`src/rtl/exe_stage_pkg.sv`:
```
// rtl/exe_stage_pkg.sv - execute-stage command, forward-select and multiplier state codes
package exe_stage_pkg;

    typedef enum logic [3:0] {
        EXE_ADD = 4'b0000,
        EXE_SUB = 4'b0010,
        EXE_SLT = 4'b0011,
        EXE_AND = 4'b0100,
        EXE_OR  = 4'b0101,
        EXE_NOR = 4'b0110,
        EXE_XOR = 4'b0111,
        EXE_SLL = 4'b1000,
        EXE_SRA = 4'b1001,
        EXE_SRL = 4'b1010,
        EXE_MUL = 4'b1100,
        EXE_NOP = 4'b1111
    } exe_cmd_e;

    // Code 2'b11 is unused by the hazard unit and falls back to the pipe value.
    typedef enum logic [1:0] {
        FWD_PIPE = 2'b00,
        FWD_MEM  = 2'b01,
        FWD_WB   = 2'b10
    } fwd_sel_e;

    typedef enum logic [1:0] {
        MUL_IDLE = 2'b00,
        MUL_BUSY = 2'b01,
        MUL_DONE = 2'b10
    } mul_state_e;

endpackage

```
`src/rtl/iter_multiplier.sv`:
```
// rtl/iter_multiplier.sv - iterative shift-add multiplier, one partial product per cycle
module iter_multiplier
    import exe_stage_pkg::*;
#(
    parameter int WIDTH      = 32,
    parameter int MUL_CYCLES = 32
) (
    input  logic             clk,
    input  logic             rst,
    input  logic             start,
    input  logic [WIDTH-1:0] a,
    input  logic [WIDTH-1:0] b,
    output logic             busy,
    output logic             done,
    output logic [WIDTH-1:0] product
);

    localparam int CNT_W = $clog2(MUL_CYCLES);
    localparam logic [CNT_W-1:0] CNT_LAST = CNT_W'(MUL_CYCLES - 1);

    mul_state_e         state_q;
    logic [CNT_W-1:0]   cnt_q;
    logic [2*WIDTH-1:0] acc_q;
    logic [WIDTH-1:0]   mcand_q;
    logic [WIDTH:0]     hi_sum;
    logic [2*WIDTH-1:0] acc_d;

    // Right-shifting accumulator: low half starts as the multiplier, its LSB
    // selects whether the multiplicand is added into the high half.
    always_comb begin
        hi_sum = {1'b0, acc_q[2*WIDTH-1:WIDTH]};
        if (acc_q[0]) begin
            hi_sum = hi_sum + {1'b0, mcand_q};
        end
        acc_d = {hi_sum, acc_q[WIDTH-1:1]};
    end

    always_ff @(posedge clk) begin
        if (rst) begin
            state_q <= MUL_IDLE;
            cnt_q   <= '0;
            acc_q   <= '0;
            mcand_q <= '0;
        end else begin
            case (state_q)
                MUL_IDLE: begin
                    if (start) begin
                        mcand_q <= a;
                        acc_q   <= {{WIDTH{1'b0}}, b};
                        cnt_q   <= '0;
                        state_q <= MUL_BUSY;
                    end
                end
                MUL_BUSY: begin
                    acc_q <= acc_d;
                    cnt_q <= cnt_q + 1'b1;
                    if (cnt_q == CNT_LAST) begin
                        state_q <= MUL_DONE;
                    end
                end
                MUL_DONE: begin
                    state_q <= MUL_IDLE;
                end
                default: begin
                    state_q <= MUL_IDLE;
                end
            endcase
        end
    end

    assign busy    = (state_q != MUL_IDLE);
    assign done    = (state_q == MUL_DONE);
    assign product = acc_q[WIDTH-1:0];

endmodule

```
`src/rtl/exe_stage.sv`:
```
// rtl/exe_stage.sv - execute stage: operand forwarding, single-cycle ALU and stalling multiplier
module exe_stage
    import exe_stage_pkg::*;
#(
    parameter int WIDTH      = 32,
    parameter int MUL_CYCLES = 32
) (
    input  logic             clk,
    input  logic             rst,
    input  logic [3:0]       EXE_CMD,
    input  logic [WIDTH-1:0] val1,
    input  logic [WIDTH-1:0] val2,
    input  logic [WIDTH-1:0] ST_value,
    input  logic [1:0]       sel_src1,
    input  logic [1:0]       sel_src2,
    input  logic [1:0]       sel_st,
    input  logic [WIDTH-1:0] mem_fwd_val,
    input  logic [WIDTH-1:0] wb_fwd_val,
    output logic [WIDTH-1:0] alu_result,
    output logic [WIDTH-1:0] st_value_out,
    output logic             stall,
    output logic             mul_busy
);

    localparam int SHW = $clog2(WIDTH);

    logic [WIDTH-1:0] op1;
    logic [WIDTH-1:0] op2;
    logic [WIDTH-1:0] alu_comb;
    logic [WIDTH-1:0] mul_product;
    logic             is_mul;
    logic             mul_start;
    logic             mul_active;
    logic             mul_done;

    function automatic logic [WIDTH-1:0] fwd_pick(
        input logic [1:0]       sel,
        input logic [WIDTH-1:0] pipe_v,
        input logic [WIDTH-1:0] mem_v,
        input logic [WIDTH-1:0] wb_v
    );
        case (sel)
            FWD_MEM: return mem_v;
            FWD_WB:  return wb_v;
            default: return pipe_v;
        endcase
    endfunction

    assign op1          = fwd_pick(sel_src1, val1, mem_fwd_val, wb_fwd_val);
    assign op2          = fwd_pick(sel_src2, val2, mem_fwd_val, wb_fwd_val);
    assign st_value_out = fwd_pick(sel_st, ST_value, mem_fwd_val, wb_fwd_val);

    always_comb begin
        alu_comb = '0;
        case (EXE_CMD)
            EXE_ADD: alu_comb = op1 + op2;
            EXE_SUB: alu_comb = op1 - op2;
            EXE_SLT: alu_comb = {{(WIDTH-1){1'b0}}, ($signed(op1) < $signed(op2))};
            EXE_AND: alu_comb = op1 & op2;
            EXE_OR:  alu_comb = op1 | op2;
            EXE_NOR: alu_comb = ~(op1 | op2);
            EXE_XOR: alu_comb = op1 ^ op2;
            EXE_SLL: alu_comb = op1 << op2[SHW-1:0];
            EXE_SRA: alu_comb = $signed(op1) >>> op2[SHW-1:0];
            EXE_SRL: alu_comb = op1 >> op2[SHW-1:0];
            default: alu_comb = '0;
        endcase
    end

    // The multiplier only sees a start while IDLE, so the MUL still sitting in
    // ID2EXE during DONE cannot retrigger it.
    assign is_mul    = (EXE_CMD == EXE_MUL);
    assign mul_start = is_mul && !mul_active && !rst;

    iter_multiplier #(
        .WIDTH      (WIDTH),
        .MUL_CYCLES (MUL_CYCLES)
    ) u_mul (
        .clk     (clk),
        .rst     (rst),
        .start   (mul_start),
        .a       (op1),
        .b       (op2),
        .busy    (mul_active),
        .done    (mul_done),
        .product (mul_product)
    );

    assign stall    = !rst && ((is_mul && !mul_active) || (mul_active && !mul_done));
    assign mul_busy = !rst && mul_active;

    always_comb begin
        alu_result = alu_comb;
        if (mul_done && !rst) begin
            alu_result = mul_product;
        end else if (is_mul) begin
            alu_result = '0;
        end
    end

endmodule

```
`config.mk`:
```
export PLATFORM = sky130hd
export DESIGN_NAME = exe_stage
export DESIGN_NICKNAME = d
export VERILOG_FILES = /design/src/rtl/exe_stage_pkg.sv /design/src/rtl/iter_multiplier.sv /design/src/rtl/exe_stage.sv
export SDC_FILE = /design/constraint.sdc
export NUM_CORES = 1
export LEC_CHECK = 0
export BUFFER_PORTS_ARGS = -buffer_cell sky130_fd_sc_hd__buf_2
export CAP_MARGIN = 20
export CORE_MARGIN = 3
export CORE_UTILIZATION = 50
export DETAILED_ROUTE_END_ITERATION = 7
export PLACE_DENSITY = 0.71
export SYNTH_ARGS = -nofsm -noshare
export SYNTH_HDL_FRONTEND = slang
export SYNTH_SLANG_ARGS = --single-unit
export TNS_END_PERCENT = 5
```
`constraint.sdc`:
```
create_clock -name clk -period 6.8 [get_ports clk]
set_input_delay 0.34 -clock clk [delete_from_list [all_inputs] [get_ports clk]]
set_output_delay 0.34 -clock clk [all_outputs]
set_load 0.02 [all_outputs]
```
; Yosys cells after proc, flatten, opt, wreduce, memory -nomap -nowiden
; Cells that the tools add are included.
[word_totals]
regBits = 103
input_bits = 172
output_inout_bits = 66
elab_cells = 68
[classes]
add_sub_neg = 4
magnitude_cmp = 1
eq_ne = 21
shifts = 3
n_mux = 14
bitwise = 4
reduce_logical = 17
[ops]
columns = cell, n
row1 = one-hot mux 32 bit (10 select lines), 1
row2 = one-hot mux 32 bit (2 select lines), 3
row3 = one-hot mux 64 bit (2 select lines), 1
row4 = two-way mux 32 bit, 2
row5 = two-way mux 64 bit, 1
row6 = adder 32 x 32 -> 33 bit, 1
row7 = two-way mux 33 bit, 1
row8 = adder 32 bit, 1
row9 = AND 32 bit, 1
row10 = < comparator 32 bit, 1
row11 = NOT 32 bit, 1
row12 = OR 32 bit, 1
row13 = left shift 32 x 5 -> 32 bit, 1
row14 = right shift 32 x 5 -> 32 bit, 1
row15 = >>> shifter 32 x 5 -> 32 bit, 1
row16 = subtractor 32 bit, 1
row17 = XOR 32 bit, 1
row18 = == test 4 x 3 -> 1 bit (second input constant), 4
row19 = == test 4 bit (second input constant), 4
row20 = one-hot mux 5 bit (2 select lines), 1
row21 = == test 2 x 1 -> 1 bit (second input constant), 4
row22 = == test 2 bit (second input constant), 4
row23 = == test 4 x 2 -> 1 bit (second input constant), 2
row24 = logical AND 1 bit, 6
row25 = 13 further kinds, 19

; Logic depth before layout (Yosys ltp)
[depth]
depth_word = 7
ltp_mapped = 20
ltp_nobuf = 17

; By module
; From an unflattened synthesis, not the netlist that was laid out.
[unflattened]
cells_unflattened = 2615
area_unflattened_um2 = 17772.0
[modules_own_cells]
columns = mod, n_inst, cells_per_inst, area_each_um2, seq_area_each_um2
row1 = exe_stage, 1, 1813, 11608.6, 0.0
row2 = iter_multiplier, 1, 802, 6163.4, 2062.0

; Worst setup path after synthesis
; Ideal clock, no wire load.
[synth_timing]
path_kind = in2out
start = input port sel_src2[0]
end = output port alu_result[31]
arrival_ps = 4876
t_required_ps = 6460
setup_slack_ps = 1584
stages = 20
n_path_buf = 6
path_cell_list = inv_1 -> ha_1 -> buf_2 -> inv_1 -> clkbuf_1 -> o21ai_1 -> clkbuf_1 -> clkbuf_1 -> clkbuf_1 -> ha_1 -> clkbuf_1 -> nor2b_1 -> o31a_1 -> a211o_1 -> a211o_1 -> a211oi_1 -> nor2_1 -> or3_1 -> and3_1 -> a32oi_1
[synth_via]
elab_chain_len = 7
elab_cells_between_ends = 15
classes_between = 2 x add/sub / 2 x eq/ne / 3 x shift / 4 x mux / 4 x bitwise
[synth_rtl]
columns = element, line_no
row1 = start: declaration, exe_stage.sv:15  ; input logic [1:0] sel_src2,
row2 = == test 2 bit / == test 2 x 1 -> 1 bit (equally long branches), exe_stage.sv:42  ; case (sel)
row3 = one-hot mux 32 bit (2 select lines) *, exe_stage.sv:42
row4 = branches (longest 2 deep; another with subtractor 32 bit), n/a
row5 = one-hot mux 32 bit (10 select lines) *, exe_stage.sv:55  ; case (EXE_CMD)
row6 = two-way mux 32 bit *, exe_stage.sv:96  ; end else if (is_mul) begin
row7 = two-way mux 32 bit *, exe_stage.sv:94  ; if (mul_done && !rst) begin
row8 = end: declaration, exe_stage.sv:19  ; output logic [WIDTH-1:0] alu_result,
; Mark *: on every way between the ends.

; Worst setup path after layout
; Same ends and word-level chain as after synthesis.

==> results by group <==
Clock tree
  – Post-CTS Hold Buffers: 0
  – CTS sink count: 103
  – Clock transition at path regs: 0.08 ns
  – Skew-Pair Late Insertion Delay: 0.38 ns
  – Root buffer cell: clkbuf_16
  – Setup Buffers After CTS: 0
  – Max H-tree Level: 3
  – TritonCTS clock tree: yes
  – Clock buffer depth: 2
  – Post-cts sizing count: 0
  – Total CTS buffers: 9

Finish
  – Layout area overhead: 10.4%
  – Proportion of layout cells with a drive suffix above 1: 16.3%
  – Antenna Cells: 0
  – Fin area: 19100 um2
  – # nets final: 2888
  – Fillers: 3287
  – Most frequent cells in the layout: buf_2, nor2_1, nand2_1, o21ai_0, a21oi_1
  – Multi-input gate area: 14000 um2
  – Fin cells: 3026
  – Most common cell after layout, fill and taps aside: buf_2
  – Register area: 2060 um2

Place
  – DP Area: 18700 um2
  – I/O Buffers: 237
  – Dpl cells: 3008
  – Routability cong.: 1.12
  – HPWL after DPL: 67100 um

Timing
  – Skew final: 0.0217 ns
  – Setup TNS: 0 ns
  – Setup Viol. Count Final: 0
  – Final Max Tran Viols: 0
  – Worst hold slack: 0.469 ns
  – Achievable Freq: 0.159 GHz
  – Slew headroom: 16.8%
  – Tcrit/Tclk final: 92.6%
  – Actual slew at the worst max-slew pin: 1.23 ns
  – Unrepaired setup endpoints after global routing: false
  – Final Hold Viols: 0
  – Period minus WS final: 6.30 ns

Floorplanning
  – Core area: 33800 um2
  – Die Height: 192 um
  – Die X-Extent: 192 um
  – Num rows: 67
  – Starting density of the core: 51.1%
  – Die area: 36800 um2
  – IO Count: 238

Drt
  – DR DRC count: 1
  – Initial DRC count: 3294
  – Drt pass-1 iters: 8
  – Via density per instance: 7.20
  – Routed Antenna Nets: 0
  – DR vias: 21800
  – Final WL: 86900 um
  – Wirelength per Cell: 28.7 um

Synth
  – Number of distinct library cells after synthesis: 84
  – Post-synth ARST share: 0%
  – Yosys reg bits: 103
  – Avg Cell Area, Syn: 7.01 um2
  – Synth Flop Type: dfxtp_1
  – Synthesized area: 17300 um2
  – Syn nets: 2778
  – Synth warn: 0
  – Number of synthesized flops with an enable pin: 0
  – Cells after Synth: 2463
  – Sequential share of the synthesized area: 11.9%

Worst setup path
  – Worst setup EP type: output port
  – Largest stage delay, worst path: 1.00 ns
  – CP max stage cell: o21ai_0
  – Worst endpoint required time: 6.46 ns
  – FF-to-FF Start: u_mul.acc_q[34]$_SDFFE_PP0P_
  – Critical path startpoint category: input port
  – Worst path cell trace: buf_2, inv_1, ha_1, inv_1, buf_4, o21ai_0, inv_1, ha_1, or4_4, or4_4, o311ai_0, o31ai_1, mux2_2, nand2_1, a32oi_1, buf_2
  – RR Endpoint: u_mul.acc_q[56]$_SDFFE_PP0P_
  – Setup CP Type: input port to output port
  – Worst Path Max Fanout: 29
  – Critical path launch point: sel_src2[0]
  – Most used cell, CP: inv_1
  – R2R Setup Slk: 3.07 ns
  – FF-to-FF path depth: 10
  – Arrival @ worst endpoint: 5.96 ns

Global route
  – Congestion Overflow GR: 0
  – First-pass GRT wire length: 126000 um
  – Pin count of the biggest net entering global routing: 74
  – Gr usage total: 45.1%
  – Vias in the first global route: 20000
  – Initial antenna violation count: 2

Status
  – Failing checks: DRC
  – Status: finished with violations

Power
  – Leakage: 8.14 nW
  – Sw Pwr: 1.88 mW
  – Clk pwr share: 15.9%
  – Pint: 1.70 mW
  – Sequential power share: 17.6%
  – Combinational share of power: 66.5%
  – Worst vdd ir: 140 uV
  – PwrDens: 188 nW/um2
  – Net Sw Frac: 52.5%

Hold path
  – Min-Delay Endpoint: u_mul.acc_q[53]$_SDFFE_PP0P_
  – Hold path start: rst
  – Hold crit path type: input port to flip-flop
  – Hold Path Stages: 2

Flow run
  – Max Cap Violations: 0
## Yosys cell counts (13+ instances only)
master / number / area (um2)
a211oi_1: 86 / 646
a21o_1: 23 / 173
a21oi_1: 164 / 821
a221o_1: 49 / 490
a221oi_1: 25 / 219
a22oi_1: 69 / 518
a31oi_1: 30 / 188
and2_1: 19 / 119
and3_1: 17 / 106
buf_1: 16 / 60.1
buf_2: 36 / 180
clkbuf_1: 147 / 552
dfxtp_1: 103 / 2060
ha_1: 140 / 1750
inv_1: 114 / 428
mux2_2: 43 / 484
mux2i_1: 112 / 1120
nand2_1: 208 / 781
nand2b_1: 33 / 206
nand3_1: 52 / 260
nand3b_1: 37 / 278
nand4_1: 13 / 81.3
nor2_1: 236 / 886
nor2b_1: 21 / 131
nor3_1: 77 / 385
o211ai_1: 24 / 180
o21a_1: 27 / 203
o21ai_0: 185 / 926
o21ai_1: 18 / 90.1
o21bai_1: 19 / 143
o221ai_1: 34 / 298
o22ai_1: 23 / 144
o31ai_1: 17 / 128
or2_2: 21 / 131
xnor2_1: 30 / 263
## metrics by stage
stage | power (mW) | utilization (%) | setup slack, ns
floorplan | 2.13 | - | 1.58
global placement | 2.89 | 55.4 | 0.937
detailed placement | 2.89 | 55.4 | 0.819
CTS | 3.46 | 56.4 | 0.803
global route | 3.70 | 56.4 | 0.491
finish | 3.57 | 56.4 | 0.505
## final cells by class
class | count | share of cell area [%]
Inverter | 116 | 2.29
Tap cell | 448 | 2.94
Multi-Input combinational cell | 2040 | 73.4
Timing Repair Buffer | 303 | 8.90
Clock buffer | 11 | 1.33
Clock inverter | 5 | 0.335
Sequential cell | 103 | 10.8
## routing by layer
metal,routed length (um),track usage (%),share of wire [%]
met1,33200,58.8,38
met4,5740,24.0,6.6
met5,23,0,0.026
met2,36200,68.4,42
met3,11700,11.2,13
## logic make-up after synthesis
logic type	count (synthesis)	share of synthesized area, %
muxes	160	9.90
DFF	103	11.9
adders and majority gates	143	10.5
buffers and inverters	320	7.36
xor gates and xnor gates	39	1.98
and+or+nand+nor	768	21.0
AOI/OAI and AO/OA	930	37.3
## worst max path at each step
stage | endpoint | slack (ns) | depth (start not counted)
4_1_cts | alu_result[31] | 0.80 | 16
3_5_place_dp | alu_result[31] | 0.82 | 16
3_3_place_gp | alu_result[0] | 0.94 | 19
5_1_grt | alu_result[31] | 0.49 | 16
6_report | alu_result[31] | 0.50 | 16
2_1_floorplan | alu_result[31] | 1.58 | 20
## sequential cells by signal (all words and copies together), names as in the netlist
name / cells
u_mul.acc_q: 64
u_mul.cnt_q: 5
u_mul.mcand_q: 32
u_mul.state_q: 2
## critical path, delay by kind of cell
kind	cells	cell delay, ns
buf+inv	6	0.82
simple gates	3	1.09
compound gates	4	2.54
fa+ha+maj	2	0.87
mux	1	0.26
## power groups by stage
stage	clock network (mW)	logic, mW	registers [mW]
final	0.568	2.38	0.628
after global routing	0.590	2.49	0.628
after floorplan	0	1.49	0.635
after global placement	0	2.25	0.640
after CTS	0.571	2.26	0.627
after detailed placement	0	2.25	0.641
(Power assumes the default switching activity.)
